$ cat src/rtl/flash_cmd_sequencer.sv
// Sequences WREN / user opcode / RDSR-poll commands on the shared SPI memory master
// and arbitrates that master between this engine and the memory-SPI bridge.
module flash_cmd_sequencer #(
  parameter int unsigned POLL_MAX = 65535,
  parameter int unsigned CS_GAP   = 4
) (
  input  logic        i_clk,
  input  logic        i_rst,
  input  logic        i_cmd_start,
  input  logic [7:0]  i_cmd_opcode,
  input  logic        i_cmd_has_addr,
  input  logic [23:0] i_cmd_addr,
  output logic        o_cmd_busy,
  output logic        o_cmd_done,
  output logic        o_cmd_error,
  output logic [7:0]  o_status_byte,
  input  logic        i_bus_req,
  output logic        o_bus_grant,
  output logic [7:0]  o_m_opcode,
  output logic [23:0] o_m_addr,
  output logic        o_m_addr_flag,
  output logic        o_m_oa_trigger,
  input  logic        i_m_oa_completed,
  output logic        o_m_data_trigger,
  input  logic        i_m_data_completed,
  input  logic [7:0]  i_m_read_data,
  output logic        o_m_finalize,
  input  logic        i_m_busy
);

  localparam int unsigned CNT_W = (POLL_MAX < 2) ? 1 : $clog2(POLL_MAX + 1);
  localparam int unsigned GAP_W = (CS_GAP < 2) ? 1 : $clog2(CS_GAP);
  localparam logic [CNT_W:0]   CNT_LIMIT = (CNT_W + 1)'(POLL_MAX);
  localparam logic [GAP_W-1:0] GAP_LAST  = GAP_W'((CS_GAP == 0) ? 0 : CS_GAP - 1);
  localparam logic [7:0] OP_WREN = 8'h06;
  localparam logic [7:0] OP_RDSR = 8'h05;

  typedef enum logic [3:0] {
    S_IDLE, S_WAIT_BUS, S_WREN_OA, S_WREN_FIN, S_OP_OA, S_OP_FIN,
    S_RDSR_OA, S_RDSR_DATA, S_RDSR_FIN, S_DONE, S_ERR
  } state_t;

  // Finalize sub-phases: pulse, let master see it, wait not-busy, CS-high gap.
  typedef enum logic [1:0] {F_PULSE, F_HOLD, F_WAIT, F_GAP} fin_ph_t;

  state_t         r_state, w_state_nxt;
  fin_ph_t        r_fin_ph, w_fin_ph_nxt;
  logic [GAP_W-1:0] r_gap, w_gap_nxt;
  logic [CNT_W-1:0] r_poll_cnt, w_poll_cnt_nxt;
  logic [CNT_W:0]   w_cnt_inc;
  logic           r_err_pend, w_err_pend_nxt;
  logic           r_rearm, w_rearm_nxt;
  logic [7:0]     r_op, w_op_nxt;
  logic [23:0]    r_addr, w_addr_nxt;
  logic           r_has_addr, w_has_addr_nxt;
  logic           r_cmd_busy, w_cmd_busy_nxt;
  logic           r_cmd_done, w_cmd_done_nxt;
  logic           r_cmd_error, w_cmd_error_nxt;
  logic [7:0]     r_status, w_status_nxt;
  logic           r_bus_grant, w_bus_grant_nxt;
  logic [7:0]     r_m_opcode, w_m_opcode_nxt;
  logic [23:0]    r_m_addr, w_m_addr_nxt;
  logic           r_m_addr_flag, w_m_addr_flag_nxt;
  logic           r_oa_trig, w_oa_trig_nxt;
  logic           r_data_trig, w_data_trig_nxt;
  logic           r_finalize, w_finalize_nxt;
  logic           r_oa_q, r_oa_q2, r_dc_q, r_dc_q2;
  logic           w_oa_edge, w_dc_edge, w_fin_done;

  assign w_oa_edge = r_oa_q & ~r_oa_q2;
  assign w_dc_edge = r_dc_q & ~r_dc_q2;
  assign w_cnt_inc = {1'b0, r_poll_cnt} + (CNT_W + 1)'(1);

  always_ff @(posedge i_clk) begin
    if (i_rst) begin
      r_state       <= S_IDLE;
      r_fin_ph      <= F_PULSE;
      r_gap         <= '0;
      r_poll_cnt    <= '0;
      r_err_pend    <= 1'b0;
      r_rearm       <= 1'b0;
      r_op          <= '0;
      r_addr        <= '0;
      r_has_addr    <= 1'b0;
      r_cmd_busy    <= 1'b0;
      r_cmd_done    <= 1'b0;
      r_cmd_error   <= 1'b0;
      r_status      <= '0;
      r_bus_grant   <= 1'b0;
      r_m_opcode    <= '0;
      r_m_addr      <= '0;
      r_m_addr_flag <= 1'b0;
      r_oa_trig     <= 1'b0;
      r_data_trig   <= 1'b0;
      r_finalize    <= 1'b0;
      r_oa_q        <= 1'b0;
      r_oa_q2       <= 1'b0;
      r_dc_q        <= 1'b0;
      r_dc_q2       <= 1'b0;
    end else begin
      r_state       <= w_state_nxt;
      r_fin_ph      <= w_fin_ph_nxt;
      r_gap         <= w_gap_nxt;
      r_poll_cnt    <= w_poll_cnt_nxt;
      r_err_pend    <= w_err_pend_nxt;
      r_rearm       <= w_rearm_nxt;
      r_op          <= w_op_nxt;
      r_addr        <= w_addr_nxt;
      r_has_addr    <= w_has_addr_nxt;
      r_cmd_busy    <= w_cmd_busy_nxt;
      r_cmd_done    <= w_cmd_done_nxt;
      r_cmd_error   <= w_cmd_error_nxt;
      r_status      <= w_status_nxt;
      r_bus_grant   <= w_bus_grant_nxt;
      r_m_opcode    <= w_m_opcode_nxt;
      r_m_addr      <= w_m_addr_nxt;
      r_m_addr_flag <= w_m_addr_flag_nxt;
      r_oa_trig     <= w_oa_trig_nxt;
      r_data_trig   <= w_data_trig_nxt;
      r_finalize    <= w_finalize_nxt;
      r_oa_q        <= i_m_oa_completed;
      r_oa_q2       <= r_oa_q;
      r_dc_q        <= i_m_data_completed;
      r_dc_q2       <= r_dc_q;
    end
  end

  always_comb begin
    w_state_nxt       = r_state;
    w_fin_ph_nxt      = r_fin_ph;
    w_gap_nxt         = r_gap;
    w_poll_cnt_nxt    = r_poll_cnt;
    w_err_pend_nxt    = r_err_pend;
    w_rearm_nxt       = r_rearm;
    w_op_nxt          = r_op;
    w_addr_nxt        = r_addr;
    w_has_addr_nxt    = r_has_addr;
    w_cmd_busy_nxt    = r_cmd_busy;
    w_cmd_done_nxt    = 1'b0;
    w_cmd_error_nxt   = 1'b0;
    w_status_nxt      = r_status;
    w_m_opcode_nxt    = r_m_opcode;
    w_m_addr_nxt      = r_m_addr;
    w_m_addr_flag_nxt = r_m_addr_flag;
    w_oa_trig_nxt     = r_oa_trig;
    w_data_trig_nxt   = r_data_trig;
    w_finalize_nxt    = 1'b0;
    w_fin_done        = 1'b0;
    // New grants only from a truly idle engine; an existing grant lives until bus_req drops.
    w_bus_grant_nxt   = i_bus_req & (r_bus_grant | ((r_state == S_IDLE) & ~i_cmd_start));

    case (r_state)
      S_IDLE, S_DONE, S_ERR: begin
        w_state_nxt = S_IDLE;
        if (i_cmd_start) begin
          w_op_nxt       = i_cmd_opcode;
          w_addr_nxt     = i_cmd_addr;
          w_has_addr_nxt = i_cmd_has_addr;
          w_cmd_busy_nxt = 1'b1;
          w_poll_cnt_nxt = '0;
          w_err_pend_nxt = 1'b0;
          w_state_nxt    = S_WAIT_BUS;
        end
      end
      S_WAIT_BUS: begin
        if (!r_bus_grant && !i_m_busy) begin
          w_m_opcode_nxt    = OP_WREN;
          w_m_addr_nxt      = '0;
          w_m_addr_flag_nxt = 1'b0;
          w_oa_trig_nxt     = 1'b1;
          w_state_nxt       = S_WREN_OA;
        end
      end
      S_WREN_OA, S_OP_OA, S_RDSR_OA: begin
        if (w_oa_edge) begin
          w_oa_trig_nxt = 1'b0;
          w_fin_ph_nxt  = F_PULSE;
          if (r_state == S_RDSR_OA) begin
            w_data_trig_nxt = 1'b1;
            w_rearm_nxt     = 1'b0;
            w_state_nxt     = S_RDSR_DATA;
          end else begin
            w_state_nxt = (r_state == S_WREN_OA) ? S_WREN_FIN : S_OP_FIN;
          end
        end
      end
      S_RDSR_DATA: begin
        if (r_rearm) begin
          w_data_trig_nxt = 1'b1;
          w_rearm_nxt     = 1'b0;
        end else if (w_dc_edge) begin
          w_data_trig_nxt = 1'b0;
          w_status_nxt    = i_m_read_data;
          w_fin_ph_nxt    = F_PULSE;
          if (!i_m_read_data[0]) begin
            w_state_nxt = S_RDSR_FIN;
          end else begin
            w_poll_cnt_nxt = CNT_W'(w_cnt_inc);
            if (w_cnt_inc == CNT_LIMIT) begin
              w_err_pend_nxt = 1'b1;
              w_state_nxt    = S_RDSR_FIN;
            end else begin
              w_rearm_nxt = 1'b1;
            end
          end
        end
      end
      S_WREN_FIN, S_OP_FIN, S_RDSR_FIN: begin
        case (r_fin_ph)
          F_PULSE: begin
            w_finalize_nxt = 1'b1;
            w_fin_ph_nxt   = F_HOLD;
          end
          F_HOLD: w_fin_ph_nxt = F_WAIT;
          F_WAIT: begin
            if (!i_m_busy) begin
              w_fin_ph_nxt = F_GAP;
              w_gap_nxt    = '0;
            end
          end
          default: begin
            if (r_gap != GAP_LAST) w_gap_nxt = r_gap + GAP_W'(1);
            else w_fin_done = 1'b1;
          end
        endcase
        if (w_fin_done) begin
          w_fin_ph_nxt = F_PULSE;
          case (r_state)
            S_WREN_FIN: begin
              w_m_opcode_nxt    = r_op;
              w_m_addr_nxt      = r_addr;
              w_m_addr_flag_nxt = r_has_addr;
              w_oa_trig_nxt     = 1'b1;
              w_state_nxt       = S_OP_OA;
            end
            S_OP_FIN: begin
              w_m_opcode_nxt    = OP_RDSR;
              w_m_addr_nxt      = '0;
              w_m_addr_flag_nxt = 1'b0;
              w_oa_trig_nxt     = 1'b1;
              w_state_nxt       = S_RDSR_OA;
            end
            default: begin
              w_cmd_busy_nxt  = 1'b0;
              w_poll_cnt_nxt  = '0;
              w_cmd_error_nxt = r_err_pend;
              w_cmd_done_nxt  = ~r_err_pend;
              w_state_nxt     = r_err_pend ? S_ERR : S_DONE;
            end
          endcase
        end
      end
      default: w_state_nxt = S_IDLE;
    endcase
  end

  assign o_cmd_busy       = r_cmd_busy;
  assign o_cmd_done       = r_cmd_done;
  assign o_cmd_error      = r_cmd_error;
  assign o_status_byte    = r_status;
  assign o_bus_grant      = r_bus_grant;
  assign o_m_opcode       = r_m_opcode;
  assign o_m_addr         = r_m_addr;
  assign o_m_addr_flag    = r_m_addr_flag;
  assign o_m_oa_trigger   = r_oa_trig;
  assign o_m_data_trigger = r_data_trig;
  assign o_m_finalize     = r_finalize;

endmodule

$ cat config.mk
export PLATFORM = sky130hd
export DESIGN_NAME = flash_cmd_sequencer
export DESIGN_NICKNAME = d
export VERILOG_FILES = /design/src/rtl/flash_cmd_sequencer.sv
export SDC_FILE = /design/constraint.sdc
export NUM_CORES = 1
export LEC_CHECK = 0
export BUFFER_PORTS_ARGS = -buffer_cell sky130_fd_sc_hd__buf_2
export CAP_MARGIN = 5
export CORE_ASPECT_RATIO = 2
export CORE_UTILIZATION = 45
export DETAILED_ROUTE_END_ITERATION = 16
export PLACE_DENSITY = 0.67
export SYNTH_ARGS = -nofsm -noshare
export SYNTH_HDL_FRONTEND = slang
export SYNTH_SLANG_ARGS = --single-unit
$ cat constraint.sdc
create_clock -name i_clk -period 2.2 [get_ports i_clk]
set_clock_uncertainty 0.2 [all_clocks]
set_input_delay 0.33 -clock i_clk [delete_from_list [all_inputs] [get_ports i_clk]]
set_output_delay 0.33 -clock i_clk [all_outputs]
set_load 0.01 [all_outputs]
== Word-level counts from Yosys, hierarchy flattened ==
Cells that the tools add are included.
Storage, ports and cells
  bits in registers: 111
  word-level logic and storage cells: 176
Operators by class
  equality and inequality tests: 31
  reduce and logical (&&, ||, !) cells: 33
  bitwise gates (word level): 13
  add/sub/neg operators: 2
  mux-type cells: 73
Operators by type and width (number)
  16-bit two-way mux: 6
  24-bit one-hot mux with 2 select lines: 2
  24-bit two-way mux: 2
  16-bit one-hot mux with 3 select lines: 1
  8-bit one-hot mux with 2 select lines: 2
  1-bit two-way mux: 29
  4-bit two-way mux: 7
  2-bit != test (second input constant): 13
  4-bit one-hot mux with 5 select lines: 1
  6-bit AND reduction: 3
  16-bit by 1-bit adder with 17-bit output (second input constant): 1
  17-bit by 16-bit equality test with 1-bit output (second input constant): 1
  4-bit by 3-bit equality test with 1-bit output (second input constant): 4
  2-bit two-way mux: 8
  8-bit two-way mux: 2
  4-bit AND reduction: 4
  4-bit equality test (second input constant): 3
  1-bit one-hot mux with 2 select lines: 6
  2-bit one-hot mux with 3 select lines: 2
  3-bit OR reduction: 4
  2-bit nonzero test: 5
  3-bit != test (second input constant): 3
  3-bit nonzero test: 3
  4-bit by 2-bit equality test with 1-bit output (second input constant): 2
  other kinds (23): 38

== Longest topological paths before layout ==
  word-level depth: 7
  mapped depth: 9
  gate-level depth less buffers: 7

== Least setup slack after synthesis ==
Ideal clock, no wire load.
  kind: register to register
  start: register r_poll_cnt[0]
  end: register r_rearm
  stages on the path, launching flop included: 8
  period minus slack after synthesis: 2.066 ns
  data arrival time: 1.749 ns
  setup slack: 0.134 ns
  library setup time: 0.117 ns
  path through: dfxtp_1 ha_1 nand3_2 nor4_1 xnor2_1 nor3b_1 nand4_1 a32o_1
On the way
  cells in the longest elaborated chain, start to end: 7
Ends and longest elaborated chain
  from (decl): RTL line 49  | logic [CNT_W-1:0] r_poll_cnt, w_poll_cnt_nxt;
  from (signal assigned): RTL line 104  | r_poll_cnt <= w_poll_cnt_nxt;
  16-bit by 1-bit adder with 17-bit output: RTL line 72  | assign w_cnt_inc = {1'b0, r_poll_cnt} + (CNT_W + 1)'(1);
  17-bit by 16-bit equality test with 1-bit output: RTL line 199  | if (w_cnt_inc == CNT_LIMIT) begin
  1-bit two-way mux: RTL line 199
  1-bit two-way mux: RTL line 195  | if (!i_m_read_data[0]) begin
  1-bit two-way mux: RTL line 191  | end else if (w_dc_edge) begin
  1-bit two-way mux: RTL line 188  | if (r_rearm) begin
  1-bit one-hot mux with 2 select lines: RTL line 152  | case (r_state)
  to (signal assigned): RTL line 106  | r_rearm <= w_rearm_nxt;
  to (decl): RTL line 52  | logic r_rearm, w_rearm_nxt;
No other way between the ends.
A chain may end at the register's enable or synchronous reset.

== Worst setup path in the final report ==
  start: register r_gap[0]
  end: register r_m_addr[7] (netlist: o_m_addr[7])
On the way
  cells in the longest elaborated chain, start to end: 6
Ends and longest elaborated chain
  from (decl): RTL line 48  | logic [GAP_W-1:0] r_gap, w_gap_nxt;
  from (signal assigned): RTL line 103  | r_gap <= w_gap_nxt;
  2-bit != test: RTL line 222  | if (r_gap != GAP_LAST) w_gap_nxt = r_gap + GAP_W'(1);
  1-bit two-way mux: RTL line 222
  1-bit two-way mux: RTL line 209  | case (r_fin_ph)
  1-bit two-way mux: RTL line 152
  2-bit != test (no line)
  4-bit AND reduction (no line)
  to (signal assigned): RTL line 116  | r_m_addr <= w_m_addr_nxt;
  to (decl): RTL line 62  | logic [23:0] r_m_addr, w_m_addr_nxt;
No other way between the ends. The select of a mux whose other input is x is not followed.

==> flow_summary.ini <==
[min_path]
hold_class = in -> reg

[setup_path]
critPathCapture = o_m_addr[7]$_SDFFE_PP0P_
cpPeakStageDelay_ns = 0.44
cp_max_fo = 10
path_cells = ha_4 -> nand2_4 -> buf_4 -> a221o_2 -> a21oi_4 -> buf_12 -> clkbuf_16 -> nand3_1 -> a21oi_1
startpoint_type = flop
crit_cells = 9
worst-path-buf-inv = 3
critPathArrivalTime_ns = 2.27
rrSetupSlack_ns = 0.02
cp.required_ns = 2.29
crit_start = r_gap[0]$_SDFFE_PP0P_
r2r_end = o_m_addr[7]$_SDFFE_PP0P_
worstSetupEndpointType = flop
criticalPathCategory = reg -> reg
reg2reg_from = r_gap[0]$_SDFFE_PP0P_
reg2reg_depth = 9
crit_family = compound AO/OA/AOI/OAI gates
slowest_stage = a221o_2

[floorplan]
placeableCoreArea_mm2 = 0.0105
initial_core_util = 0.460
num_rows = 53
die_x_um = 75.2
pin_count = 96
die_y_um = 148
die-area_mm2 = 0.0112

[timing]
worst_slack_ns = 0.0206
fin_crit_sh = 0.991
fin_crit_ns = 2.18
relSlewSlack = 0.735
tightest_slew_ns = 0.397
rsz0062_at_grt = true
finalHoldViolCount = 0
setup_viol = 0
fmax_mhz = 459
slew_viol_final = 0

[cts]
clock-sinks = 111
cts_tree = yes
cts.clk_slew.worst_paths_ns = 0.08
clock_latency_ns = 0.36
htreeDepth = 3
root_buffer = clkbuf_16
cts_buffers = 9
cts_buffer_depth = 2

[layout]
syn_to_final_growth_pct = 31.1
num_antenna_cells = 0
drive_gt1_frac = 0.293
regArea_mm2 = 0.00225
multiInputGateArea_mm2 = 0.00251
fin_nets = 785
fillers = 944

[placement]
dpl_worst_slack_ns = -0.133
gp_congestion = 1.05
io_buffers = 95
dp_hpwl_um = 9740

[route]
antenna_left = 0
avgViaCountPerCell = 5.62
wl_per_cell_um = 16.5
drtPass1Iterations = 5
wl_um = 14400
dr_total_vias = 4897
drt_iter0_markers = 213
drc_errors = 0

[global_route]
grt_busiest_layer = met2
grt_use_met2 = 0.449
grt_pass1_vias = 4555
grt_usage = 0.248
grt_overflow = 0
met1_usage = 0.247
antenna_found_initial = 0
grt_use_met3 = 0.0461
grt_start_max_net_pins = 79
grt_first_pass_wirelength_um = 21200

[synthesis]
syn_area_mm2 = 0.00482
yosysSeqAreaShare = 0.461
yosysWarningCount = 0
ys_seq_elements = 111
netlist.area_leader.share = 0.461
synth_edf_count = 0
synth_area_leaders = dfxtp_1 (46%), nand2_1 (11%), a21oi_1 (10%)
synth_cell_types = 57
syn_nets = 666
synth_cells = 610
synth_ff_type = dfxtp_1
synthTopCellsByCount = nand2_1 (136), dfxtp_1 (111), a21oi_1 (96)
yosys.cell_count.top_type = nand2_1
synthArstFlopShare = 0
netlist.top_cell.by_area = dfxtp_1
synth_area_per_cell_um2 = 7.91

[power_and_ir_drop]
power_frac_comb = 0.321
internal_power_w = 0.00376
p_sw_frac = 0.350
power.switching_w = 0.00203
pwr-share-clk = 0.280
leakage_nw = 2.46
power_density_mw_per_mm2 = 915
pwr-share-seq = 0.399
ir_drop_v = 0.000535
power_w = 0.00579

[outcome]
status = finished, final reports clean

[flow_run]
cap_violations = 0
-- cell families (layout without fill, tap and decap cells) --
group / after synthesis / after routing / synth area share
simple gates: 270 / 272 / 0.257
xor+xnor: 7 / 7 / 0.0127
fa+ha+maj: 8 / 8 / 0.0207
compound gates: 155 / 155 / 0.191
mux: 2 / 2 / 0.00415
buf+inv: 57 / 179 / 0.0542
flops: 111 / 111 / 0.461
-- what timing repair did --
item                                    in CTS  in global routing
endpoints found under the setup margin      17                 54
endpoints found under the hold margin        6                  0
cloned                                       0                  4
gates resized for setup                      9                 50
hold buffers                                 6                  0
setup buffers                                1                  6
pin swaps                                    4                 18
-- power by group through the flow --
stage | logic, W | registers [W] | clock network (W)
final | 0.00186 | 0.00231 | 0.00162
after floorplan | 0.00107 | 0.00231 | 0
after detailed placement | 0.00158 | 0.00234 | 0
after CTS | 0.00161 | 0.00229 | 0.00166
after global routing | 0.00199 | 0.00233 | 0.00174
after global placement | 0.00155 | 0.00233 | 0
-- cells in the final DEF, fill, tap and decap left out, drive strengths merged, types with 4 or more instances in the layout --
master	instances
a211oi	6
a21oi	99
a311oi	5
a31oi	8
and2	4
and3	7
buf	144
clkbuf	11
dfxtp	111
dlygate4sd3	6
ha	8
inv	14
nand2	136
nand2b	5
nand3	40
nand4	7
nor2	36
nor2b	5
nor3	7
nor4	4
o21ai	18
or3	6
xnor2	6
-- stage by stage --
stage / util / TNS, ns / cells / cell area [µm²] / hold slack (ns)
3_5_place_dp: 0.538 / -0.531 / 838 / 5630 / 0.240
6_report: 0.604 / 0 / 871 / 6320 / 0.00607
2_1_floorplan: - / 0 / 610 / 4820 / 0.230
4_1_cts: 0.578 / -0.00571 / 861 / 6050 / 0.000105
3_3_place_gp: 0.538 / -0.0722 / 838 / 5630 / 0.234
5_1_grt: 0.604 / -0.0726 / 871 / 6320 / 0.00518
-- metal layers --
metal / vias up / part of all wire
li1: 2353 / -
met4: 0 / 0.050
met3: 53 / 0.035
met1: 2325 / 0.35
met2: 166 / 0.56
met5: - / 0
-- tightest hold or removal path, delay by kind of cell --
family                 cells  cell delay [ns]
AOI/OAI and AO/OA          1             0.05
buffers and inverters      1             0.09
and+or+nand+nor            1             0.04
-- flip-flops by register name, summed over array words and instances (netlist names), 2 cells and up --
name,flops
r_op,8
r_state,4
r_poll_cnt,16
o_m_opcode,8
r_addr,24
o_m_addr,24
o_status_byte,8
r_fin_ph,2
r_gap,2
-- layout make-up --
type	count	area share
Multi-Input combinational cell	444	0.398
Inverter	11	0.00653
Tap cell	137	0.0271
Sequential cell	111	0.356
Clock inverter	7	0.0123
Timing Repair Buffer	152	0.165
Clock buffer	9	0.0356
-- worst min-delay path by stage --
stage / cells after the start / slack [ns] / start / end
after floorplan: 1 / 0.23 / r_oa_q$_SDFF_PP0_ / r_oa_q2$_SDFF_PP0_
after global placement: 2 / 0.23 / o_m_addr[11]$_SDFFE_PP0P_ / o_m_addr[11]$_SDFFE_PP0P_
after detailed placement: 2 / 0.24 / o_m_addr[11]$_SDFFE_PP0P_ / o_m_addr[11]$_SDFFE_PP0P_
after CTS: 3 / 0.0001 / i_cmd_opcode[7] / r_op[7]$_SDFFE_PP0P_
after global routing: 3 / 0.005 / i_cmd_addr[20] / r_addr[20]$_SDFFE_PP0P_
final: 3 / 0.006 / i_cmd_addr[20] / r_addr[20]$_SDFFE_PP0P_
Power figures use the tool's default switching activity.
